--- src/rtl/mos_pkg.sv ---
// Shared types and constants for the 6502 interrupt-entry sequencer.
package mos_pkg;

  localparam int unsigned VEC_W = 16;

  typedef enum logic [3:0] {
    ST_IDLE,
    ST_RESET_HOLD,
    ST_DUMMY1,
    ST_DUMMY2,
    ST_PUSH_PCH,
    ST_PUSH_PCL,
    ST_PUSH_P,
    ST_VEC_LO,
    ST_VEC_HI
  } seq_state_e;

  typedef enum logic [1:0] {
    SRC_RST = 2'd0,
    SRC_NMI = 2'd1,
    SRC_BRK = 2'd2,
    SRC_IRQ = 2'd3
  } int_src_e;

  localparam logic [1:0] PUSH_SEL_PCH = 2'd0;
  localparam logic [1:0] PUSH_SEL_PCL = 2'd1;
  localparam logic [1:0] PUSH_SEL_P   = 2'd2;

  localparam logic [VEC_W-1:0] NMI_VEC_DEFAULT = 16'hFFFA;
  localparam logic [VEC_W-1:0] RST_VEC_DEFAULT = 16'hFFFC;
  localparam logic [VEC_W-1:0] IRQ_VEC_DEFAULT = 16'hFFFE;

  typedef struct packed {
    logic             seq_active;
    logic             push_en;
    logic [1:0]       push_sel;
    logic             sp_dec;
    logic             b_flag;
    logic             set_i;
    logic [VEC_W-1:0] vector_addr;
    logic             pc_load_lo;
    logic             pc_load_hi;
    logic             seq_done;
  } seq_ctrl_t;

  localparam seq_ctrl_t CTRL_RESET = '{seq_active: 1'b1, default: '0};

  // BRK shares the IRQ vector.
  function automatic logic [VEC_W-1:0] vector_for(input int_src_e         src,
                                                  input logic [VEC_W-1:0] nmi_v,
                                                  input logic [VEC_W-1:0] rst_v,
                                                  input logic [VEC_W-1:0] irq_v);
    logic [VEC_W-1:0] v;
    case (src)
      SRC_NMI: v = nmi_v;
      SRC_RST: v = rst_v;
      default: v = irq_v;
    endcase
    return v;
  endfunction

endpackage

--- src/rtl/nmi_edge_detect.sv ---
// NMI rising-edge detector; the pending flag holds until the sequencer consumes it.
module nmi_edge_detect (
  input  logic clk_2,
  input  logic rst,
  input  logic nmi,
  input  logic clr,
  output logic pending
);

  logic sample_q, sample_d;
  logic pending_q, pending_d;

  // A fresh edge in the same cycle as a clear must not be lost.
  always_comb begin
    sample_d  = nmi;
    pending_d = (pending_q & ~clr) | (nmi & ~sample_q);
  end

  always_ff @(negedge clk_2 or posedge rst) begin
    if (rst) begin
      sample_q  <= 1'b0;
      pending_q <= 1'b0;
    end else begin
      sample_q  <= sample_d;
      pending_q <= pending_d;
    end
  end

  assign pending = pending_q;

endmodule

--- src/rtl/interrupt_sequencer.sv ---
// Owns the 7-cycle 6502 interrupt entry for RESET/NMI/BRK/IRQ and drives the
// stack, flag and PC-load micro-controls for each cycle of it.
module interrupt_sequencer
  import mos_pkg::*;
#(
  parameter logic [VEC_W-1:0] NMI_VEC = NMI_VEC_DEFAULT,
  parameter logic [VEC_W-1:0] RST_VEC = RST_VEC_DEFAULT,
  parameter logic [VEC_W-1:0] IRQ_VEC = IRQ_VEC_DEFAULT
) (
  input  logic             clk_2,
  input  logic             rst,
  input  logic             nmi,
  input  logic             irq,
  input  logic             irq_disable,
  input  logic             brk_req,
  input  logic             instr_boundary,
  output logic             seq_active,
  output logic             push_en,
  output logic [1:0]       push_sel,
  output logic             sp_dec,
  output logic             b_flag,
  output logic             set_i,
  output logic [VEC_W-1:0] vector_addr,
  output logic             pc_load_lo,
  output logic             pc_load_hi,
  output logic             seq_done
);

  seq_state_e state_q, state_d;
  int_src_e   src_q, src_d;
  int_src_e   vec_src_q, vec_src_d;
  seq_ctrl_t  ctrl_q, ctrl_d;
  logic       nmi_pending;
  logic       nmi_clr_c;

  nmi_edge_detect u_nmi_edge_detect (
    .clk_2   (clk_2),
    .rst     (rst),
    .nmi     (nmi),
    .clr     (nmi_clr_c),
    .pending (nmi_pending)
  );

  always_ff @(negedge clk_2 or posedge rst) begin
    if (rst) begin
      state_q   <= ST_RESET_HOLD;
      src_q     <= SRC_RST;
      vec_src_q <= SRC_RST;
    end else begin
      state_q   <= state_d;
      src_q     <= src_d;
      vec_src_q <= vec_src_d;
    end
  end

  always_comb begin
    state_d   = state_q;
    src_d     = src_q;
    vec_src_d = vec_src_q;
    nmi_clr_c = 1'b0;
    case (state_q)
      ST_IDLE: begin
        if (instr_boundary) begin
          if (nmi_pending) begin
            src_d   = SRC_NMI;
            state_d = ST_DUMMY1;
          end else if (brk_req) begin
            src_d   = SRC_BRK;
            state_d = ST_DUMMY1;
          end else if (irq && !irq_disable) begin
            src_d   = SRC_IRQ;
            state_d = ST_DUMMY1;
          end
        end
      end
      ST_RESET_HOLD: begin
        src_d   = SRC_RST;
        state_d = ST_DUMMY1;
      end
      ST_DUMMY1:   state_d = ST_DUMMY2;
      ST_DUMMY2:   state_d = ST_PUSH_PCH;
      ST_PUSH_PCH: state_d = ST_PUSH_PCL;
      ST_PUSH_PCL: state_d = ST_PUSH_P;
      // Vector choice freezes here; a pending NMI hijacks BRK/IRQ entries.
      ST_PUSH_P: begin
        state_d   = ST_VEC_LO;
        vec_src_d = src_q;
        if (src_q != SRC_RST) begin
          nmi_clr_c = 1'b1;
          if (nmi_pending) vec_src_d = SRC_NMI;
        end
      end
      ST_VEC_LO:   state_d = ST_VEC_HI;
      ST_VEC_HI:   state_d = ST_IDLE;
      default:     state_d = ST_IDLE;
    endcase
  end

  // Controls are decoded from the upcoming state so they register alongside it.
  always_comb begin
    ctrl_d            = '0;
    ctrl_d.seq_active = (state_d != ST_IDLE);
    case (state_d)
      ST_PUSH_PCH: begin
        ctrl_d.push_en  = (src_d != SRC_RST);
        ctrl_d.sp_dec   = 1'b1;
        ctrl_d.push_sel = PUSH_SEL_PCH;
      end
      ST_PUSH_PCL: begin
        ctrl_d.push_en  = (src_d != SRC_RST);
        ctrl_d.sp_dec   = 1'b1;
        ctrl_d.push_sel = PUSH_SEL_PCL;
      end
      ST_PUSH_P: begin
        ctrl_d.push_en  = (src_d != SRC_RST);
        ctrl_d.sp_dec   = 1'b1;
        ctrl_d.push_sel = PUSH_SEL_P;
        ctrl_d.b_flag   = (src_d == SRC_BRK);
      end
      ST_VEC_LO: begin
        ctrl_d.vector_addr = vector_for(vec_src_d, NMI_VEC, RST_VEC, IRQ_VEC);
        ctrl_d.pc_load_lo  = 1'b1;
        ctrl_d.set_i       = 1'b1;
      end
      ST_VEC_HI: begin
        ctrl_d.vector_addr = vector_for(vec_src_d, NMI_VEC, RST_VEC, IRQ_VEC) + VEC_W'(1);
        ctrl_d.pc_load_hi  = 1'b1;
        ctrl_d.seq_done    = 1'b1;
      end
      default: ;
    endcase
  end

  always_ff @(negedge clk_2 or posedge rst) begin
    if (rst) ctrl_q <= CTRL_RESET;
    else     ctrl_q <= ctrl_d;
  end

  assign seq_active  = ctrl_q.seq_active;
  assign push_en     = ctrl_q.push_en;
  assign push_sel    = ctrl_q.push_sel;
  assign sp_dec      = ctrl_q.sp_dec;
  assign b_flag      = ctrl_q.b_flag;
  assign set_i       = ctrl_q.set_i;
  assign vector_addr = ctrl_q.vector_addr;
  assign pc_load_lo  = ctrl_q.pc_load_lo;
  assign pc_load_hi  = ctrl_q.pc_load_hi;
  assign seq_done    = ctrl_q.seq_done;

endmodule
--- config.mk ---
export PLATFORM = sky130hd
export DESIGN_NAME = interrupt_sequencer
export DESIGN_NICKNAME = d
export VERILOG_FILES = /design/src/rtl/mos_pkg.sv /design/src/rtl/nmi_edge_detect.sv /design/src/rtl/interrupt_sequencer.sv
export SDC_FILE = /design/constraint.sdc
export NUM_CORES = 1
export LEC_CHECK = 0
export ABC_AREA = 1
export CORE_MARGIN = 2
export CORE_UTILIZATION = 44
export CTS_CLUSTER_DIAMETER = 100
export DETAILED_ROUTE_END_ITERATION = 6
export PLACE_DENSITY_LB_ADDON = 0.08
export SYNTH_ARGS = -nofsm -noshare
export SYNTH_HDL_FRONTEND = slang
export SYNTH_HIERARCHICAL = 1
export SYNTH_SLANG_ARGS = --single-unit
export TNS_END_PERCENT = 30
--- constraint.sdc ---
create_clock -name clk_2 -period 1.5 [get_ports clk_2]
set_clock_uncertainty 0.05 [all_clocks]
set_input_delay 0.375 -clock clk_2 [delete_from_list [all_inputs] [get_ports clk_2]]
set_output_delay 0.375 -clock clk_2 [all_outputs]
set_load 0.01 [all_outputs]
==> out/results.txt, run 1 <==
Final Wtd Congestion -> 0.7749
drt initial violations -> 11
worst-path maximum fanout -> 13
Worst-path clk slew -> 0.08 ns
setup repair bufs after CTS -> 0
CTS tree -> done
GR Overflow Total -> 0
slack of the worst reg-to-reg path -> 0.15 ns
DRT antenna net count -> 0
Total GRT Usage -> 16.06%
Root Buffer Master -> clkbuf_4
DRC errors left -> 0
Sum Neg Setup Slack -> -16.20 ns
vias -> 740
DRT Wirelength -> 1.756 mm
chip width -> 51.73 µm
I/O Pins -> 33
worst-skew pair later-pin latency -> 0.36 ns
Seq cells post-synth -> 21
Pwr Total -> 0.002594 W
Synth Instances -> 117
status -> finished, violations left
Yosys warnings -> 6
CP Cell Sequence -> buf_12, buf_2
Via-to-Cell Ratio -> 4.327
data required time of the worst path -> 1.07 ns
Worst Tran Pin Value -> 0.3281 ns
CP Launch Type -> flip-flop
maximum VDD drop -> 1.144 mV
RSZ-0062 raised after global routing -> yes
# setup viols final -> 32
Seq/Total Area, Yosys -> 52.68%
Max-Cap Viols -> 0
final core occ -> 56.25%
Die Ht -> 51.73 µm
worst hold path type -> reg2reg
Port Buffer Count -> 32
starting density of the core -> 45.75%
Synth Cell Area -> 1002 µm²
antenna cells -> 0
first-pass GRT wire length -> 3.091 mm
Num CTS Buffers -> 3
Hold Crit Start -> u_nmi_edge_detect/sample_q
WL per Instance -> 10.27 µm
final net count -> 151
Max Transition Viols Final -> 0
Final HPWL DP -> 1.327 mm
syn_area_per_cell -> 8.566 µm²
Synth cell types -> 18
failing checks -> setup timing
initial antenna violation count -> 0
Leakage -> 0.7410 nW
vias in the first global route -> 696
post-synthesis net count -> 124
PD cells -> 2105 nW/µm²
CP max stage delay -> 0.44 ns
Slew HR -> 77.90%
Fin. Hold Viols -> 0
Hold Path End -> u_nmi_edge_detect/pending
Design Area, Final -> 1232 µm²
Crit path max-delay family -> flip-flops
P&R area growth vs syn -> 22.97%
r2r endpoint -> vector_addr[1]
WP buf/inv -> 2
total die area -> 2675 µm²
htree depth -> 1
Hold Path Stages -> 3
Crit path arrival time -> 1.74 ns
commonest non-fill, non-tap cell in the layout -> buf_2
FILL cells -> 225
pin count of the biggest net entering global routing -> 14
worst r2r src -> state_q[0]
most frequent cells in the layout -> buf_2 (26), inv_1 (22), nand2_1 (21), dfrtn_1 (19), nor2_1 (13)
clk sink count -> 21
crit path kind -> reg2out
R2R cell count -> 5
layout cells sized above 1 -> 38.46%
Slowest cell on crit path -> dfrtn_1
dpl cell area -> 1287 µm²
critical path capture point type -> output port
CTS Buffer Depth -> 2
core footprint -> 2191 µm²
slack of the critical path -> -0.6681 ns
hold slack -> 0.3300 ns
FP Rows -> 17
drt pass-1 iters -> 4
## flip-flops by register name, indices dropped and copies added (netlist names)
register,count
b_flag,1
pc_load_lo,1
push_en,1
push_sel,2
seq_active,1
sp_dec,1
src_q,2
state_q,4
u_nmi_edge_detect/pending,1
u_nmi_edge_detect/sample_q,1
vec_src_q,2
vector_addr,4
## how the worst max path moves through the flow
stage / startpoint / endpoint / slack [ns] / cells after the start
after floorplan: vector_addr[14] / vector_addr[10] / -0.46 / 1
after global placement: instr_boundary / push_en / -0.89 / 10
after detailed placement: instr_boundary / push_en / -0.93 / 10
after CTS: vector_addr[0] / pc_load_hi / -0.70 / 1
after global routing: vector_addr[14] / vector_addr[9] / -0.71 / 2
final: vector_addr[14] / vector_addr[9] / -0.67 / 2
## worst reg2reg max path, cell delays in order (launching register included)
cell	delay, ns
dfstp_2	0.55
nor2_2	0.06
nand3_2	0.11
inv_2	0.06
nor2_1	0.22
nor2_1	0.08
## synth_stat cells
library cell  instances  share of area, %
nand2_1              23               8.6
inv_1                22               8.2
dfrtn_1              19                47
buf_4                15                11
nor2_1               13               4.9
nand3_1               5               2.5
nor2_2                3               1.9
o21ai_0               3               1.5
a21oi_1               2               1.0
dfstp_2               2               5.2
inv_2                 2              0.75
nand2_2               2               1.2
a21oi_2               1              0.87
nand2_4               1               1.1
nand3_2               1               1.0
nand4_1               1              0.62
nor3_2                1               1.0
o21ai_2               1              0.87
## metrics by stage
step,instances,setup WS [ns]
2_1_floorplan,117,-0.4586
3_3_place_gp,166,-0.8941
3_5_place_dp,166,-0.9343
4_1_cts,171,-0.6972
5_1_grt,171,-0.7134
6_report,171,-0.6681
## cell families after synthesis
logic type	after synthesis	share of synthesized area [%]
simple gates	50	22.85
buf+inv	39	20.23
flops	21	52.68
compound gates	7	4.245
## routing by layer
metal | track usage (%) | vias up | share of wire, % | routed length, µm
li1 | - | 383 | - | -
met1 | 21.58 | 335 | 47 | 822
met2 | 24.57 | 18 | 47 | 829
met3 | 3.448 | 4 | 4.6 | 81
met4 | 7.895 | 0 | 1.3 | 22
met5 | 0 | - | 0 | 0
## cell type report
class	instances	area, µm²	share of cell area (%)
flip-flops and latches	21	528.0	42.84
multi-input cells	57	286.5	23.25
repair buffers	36	236.5	19.19
inverters	23	86.33	7.005
clock inverters	3	37.54	3.046
well taps	28	35.03	2.843
clock buffers	3	22.52	1.827
## report_power, final
| part | switching, W | leakage [nW] | internal, W |
|---|---|---|---|
| Sequential | 0.000145 | 0.266 | 0.000797 |
| Combinational | 0.000707 | 0.436 | 0.000478 |
| Clock | 0.000189 | 0.0386 | 0.000277 |
| Total | 0.00104 | 0.741 | 0.00155 |
## what timing repair did
item / 4_1_cts / 5_1_grt
setup endpoints to repair: 33 / 32
endpoints found under the hold margin: 0 / 0
resized for setup: 111 / 12
pin swaps: 1 / 2
hold buffers: 0 / 0
Power figures use the tool's default switching activity.
==> inputs of run 2 (changes only) <==
--- a/config.mk
+++ b/config.mk
@@ -15,4 +15,4 @@
 export SYNTH_HDL_FRONTEND = slang
 export SYNTH_HIERARCHICAL = 1
 export SYNTH_SLANG_ARGS = --single-unit
-export TNS_END_PERCENT = 30
+export TNS_END_PERCENT = 10
==> out/results.txt, run 2 (synthesis results as in run 1) <==
Via-to-Cell Ratio -> 4.327 (unchanged)
WP buf/inv -> 2 (unchanged)
most frequent cells in the layout -> buf_2 (26), inv_1 (22), nand2_1 (21), dfrtn_1 (19), nor2_1 (13)
Slew HR -> 77.90% (unchanged)
Design Area, Final -> 1232 µm² (unchanged)
final net count -> 151 (unchanged)
RSZ-0062 raised after global routing -> yes
CP Launch Type -> flip-flop
DRC errors left -> 0 (unchanged)
Worst-path clk slew -> 0.08 ns (about the same)
Max-Cap Viols -> 0 (unchanged)
maximum VDD drop -> 1.144 mV (unchanged)
FP Rows -> 17 (unchanged)
htree depth -> 1 (unchanged)
antenna cells -> 0 (unchanged)
GR Overflow Total -> 0 (unchanged)
Max Transition Viols Final -> 0 (unchanged)
Num CTS Buffers -> 3 (unchanged)
Root Buffer Master -> clkbuf_4
Fin. Hold Viols -> 0 (unchanged)
DRT Wirelength -> 1.756 mm (unchanged)
drt initial violations -> 11 (unchanged)
data required time of the worst path -> 1.07 ns (about the same)
vias in the first global route -> 696 (unchanged)
pin count of the biggest net entering global routing -> 14 (unchanged)
DRT antenna net count -> 0 (unchanged)
drt pass-1 iters -> 4 (unchanged)
slack of the critical path -> -0.6681 ns (unchanged)
Pwr Total -> 0.002594 W (unchanged)
failing checks -> setup timing
worst-skew pair later-pin latency -> 0.36 ns (about the same)
Final HPWL DP -> 1.327 mm (unchanged)
Die Ht -> 51.73 µm (unchanged)
Crit path arrival time -> 1.74 ns (about the same)
# setup viols final -> 32 (unchanged)
crit path kind -> reg2out
hold_buf cts -> 0 (unchanged)
PD cells -> 2105 nW/µm² (unchanged)
Crit path max-delay family -> flip-flops
chip width -> 51.73 µm (unchanged)
slack of the worst reg-to-reg path -> 0.15 ns (about the same)
P&R area growth vs syn -> 22.97% (unchanged)
layout cells sized above 1 -> 38.46% (unchanged)
Slowest cell on crit path -> dfrtn_1
vias -> 740 (unchanged)
dpl cell area -> 1287 µm² (unchanged)
CTS tree -> done
commonest non-fill, non-tap cell in the layout -> buf_2
Total GRT Usage -> 16.06% (unchanged)
total die area -> 2675 µm² (unchanged)
Worst Tran Pin Value -> 0.3281 ns (unchanged)
Port Buffer Count -> 32 (unchanged)
Final Wtd Congestion -> 0.7749 (unchanged)
I/O Pins -> 33 (unchanged)
CP max stage delay -> 0.44 ns (about the same)
FILL cells -> 225 (unchanged)
Sum Neg Setup Slack -> -16.20 ns (unchanged)
clk sink count -> 21 (unchanged)
core footprint -> 2191 µm² (unchanged)
CTS Buffer Depth -> 2 (unchanged)
critical path capture point type -> output port
worst hold path type -> reg2reg
initial antenna violation count -> 0 (unchanged)
starting density of the core -> 45.75% (unchanged)
first-pass GRT wire length -> 3.091 mm (unchanged)
CP Cell Sequence -> buf_12, buf_2
WL per Instance -> 10.27 µm (unchanged)
worst-path maximum fanout -> 13 (unchanged)
status -> finished, violations left
Leakage -> 0.7410 nW (unchanged)
[run 2: cell type report]
class | count | area (µm²) | share of cell area [%]
inverter | 23 | 86.33 | 7.005
sequential | 21 | 528.0 | 42.84
tap | 28 | 35.03 | 2.843
multi-input combinational | 57 | 286.5 | 23.25
timing repair buffer | 36 | 236.5 | 19.19
clock buffer | 3 | 22.52 | 1.827
clock inverter | 3 | 37.54 | 3.046
[run 2: report_power, final]
part | switching (W) | leakage, nW | internal, W
registers | 0.000145 | 0.266 | 0.000797
logic | 0.000707 | 0.436 | 0.000478
clock network | 0.000189 | 0.0386 | 0.000277
total | 0.00104 | 0.741 | 0.00155
[run 2: path summary, 6_finish.rpt]
check / startpoint / end / depth (start not counted)
max in group asynchronous: rst / b_flag / 3
min in group asynchronous: rst / u_nmi_edge_detect/pending / 2
worst max register to register: state_q[0] / vector_addr[1] / 5
worst max-delay path: vector_addr[14] / vector_addr[9] / 2
worst min register to register: u_nmi_edge_detect/sample_q / u_nmi_edge_detect/pending / 3
worst min-delay path: u_nmi_edge_detect/sample_q / u_nmi_edge_detect/pending / 3
[run 2: metal layers]
| metal | global-route usage (%) | up-vias | share of wire [%] |
|---|---|---|---|
| met4 | 7.895 | 0 | 1.3 |
| li1 | - | 383 | - |
| met1 | 21.58 | 335 | 47 |
| met5 | 0 | - | 0 |
| met2 | 24.57 | 18 | 47 |
| met3 | 3.448 | 4 | 4.6 |
[run 2: worst register-to-register path: stages, from the launching register on]
cell and delay, ns:
dfstp_2 0.55, nor2_2 0.06, nand3_2 0.11, inv_2 0.06, nor2_1 0.22, nor2_1 0.08
[run 2: timing repair]
action                                  CTS  global route
pin swaps                                 1             2
buffers inserted                          0             0
gates resized for setup                 111            12
endpoints found under the setup margin   33            32
[run 2: stage by stage]
| step | setup slack [ns] | hold WS (ns) | cells | util [%] |
|---|---|---|---|---|
| after floorplan | -0.4586 | 0.3031 | 117 | - |
| after global placement | -0.8941 | 0.3126 | 166 | 58.77 |
| after detailed placement | -0.9343 | 0.3256 | 166 | 58.77 |
| after CTS | -0.6972 | 0.3301 | 171 | 56.42 |
| after global routing | -0.7134 | 0.3828 | 171 | 56.25 |
| final | -0.6681 | 0.3300 | 171 | 56.25 |
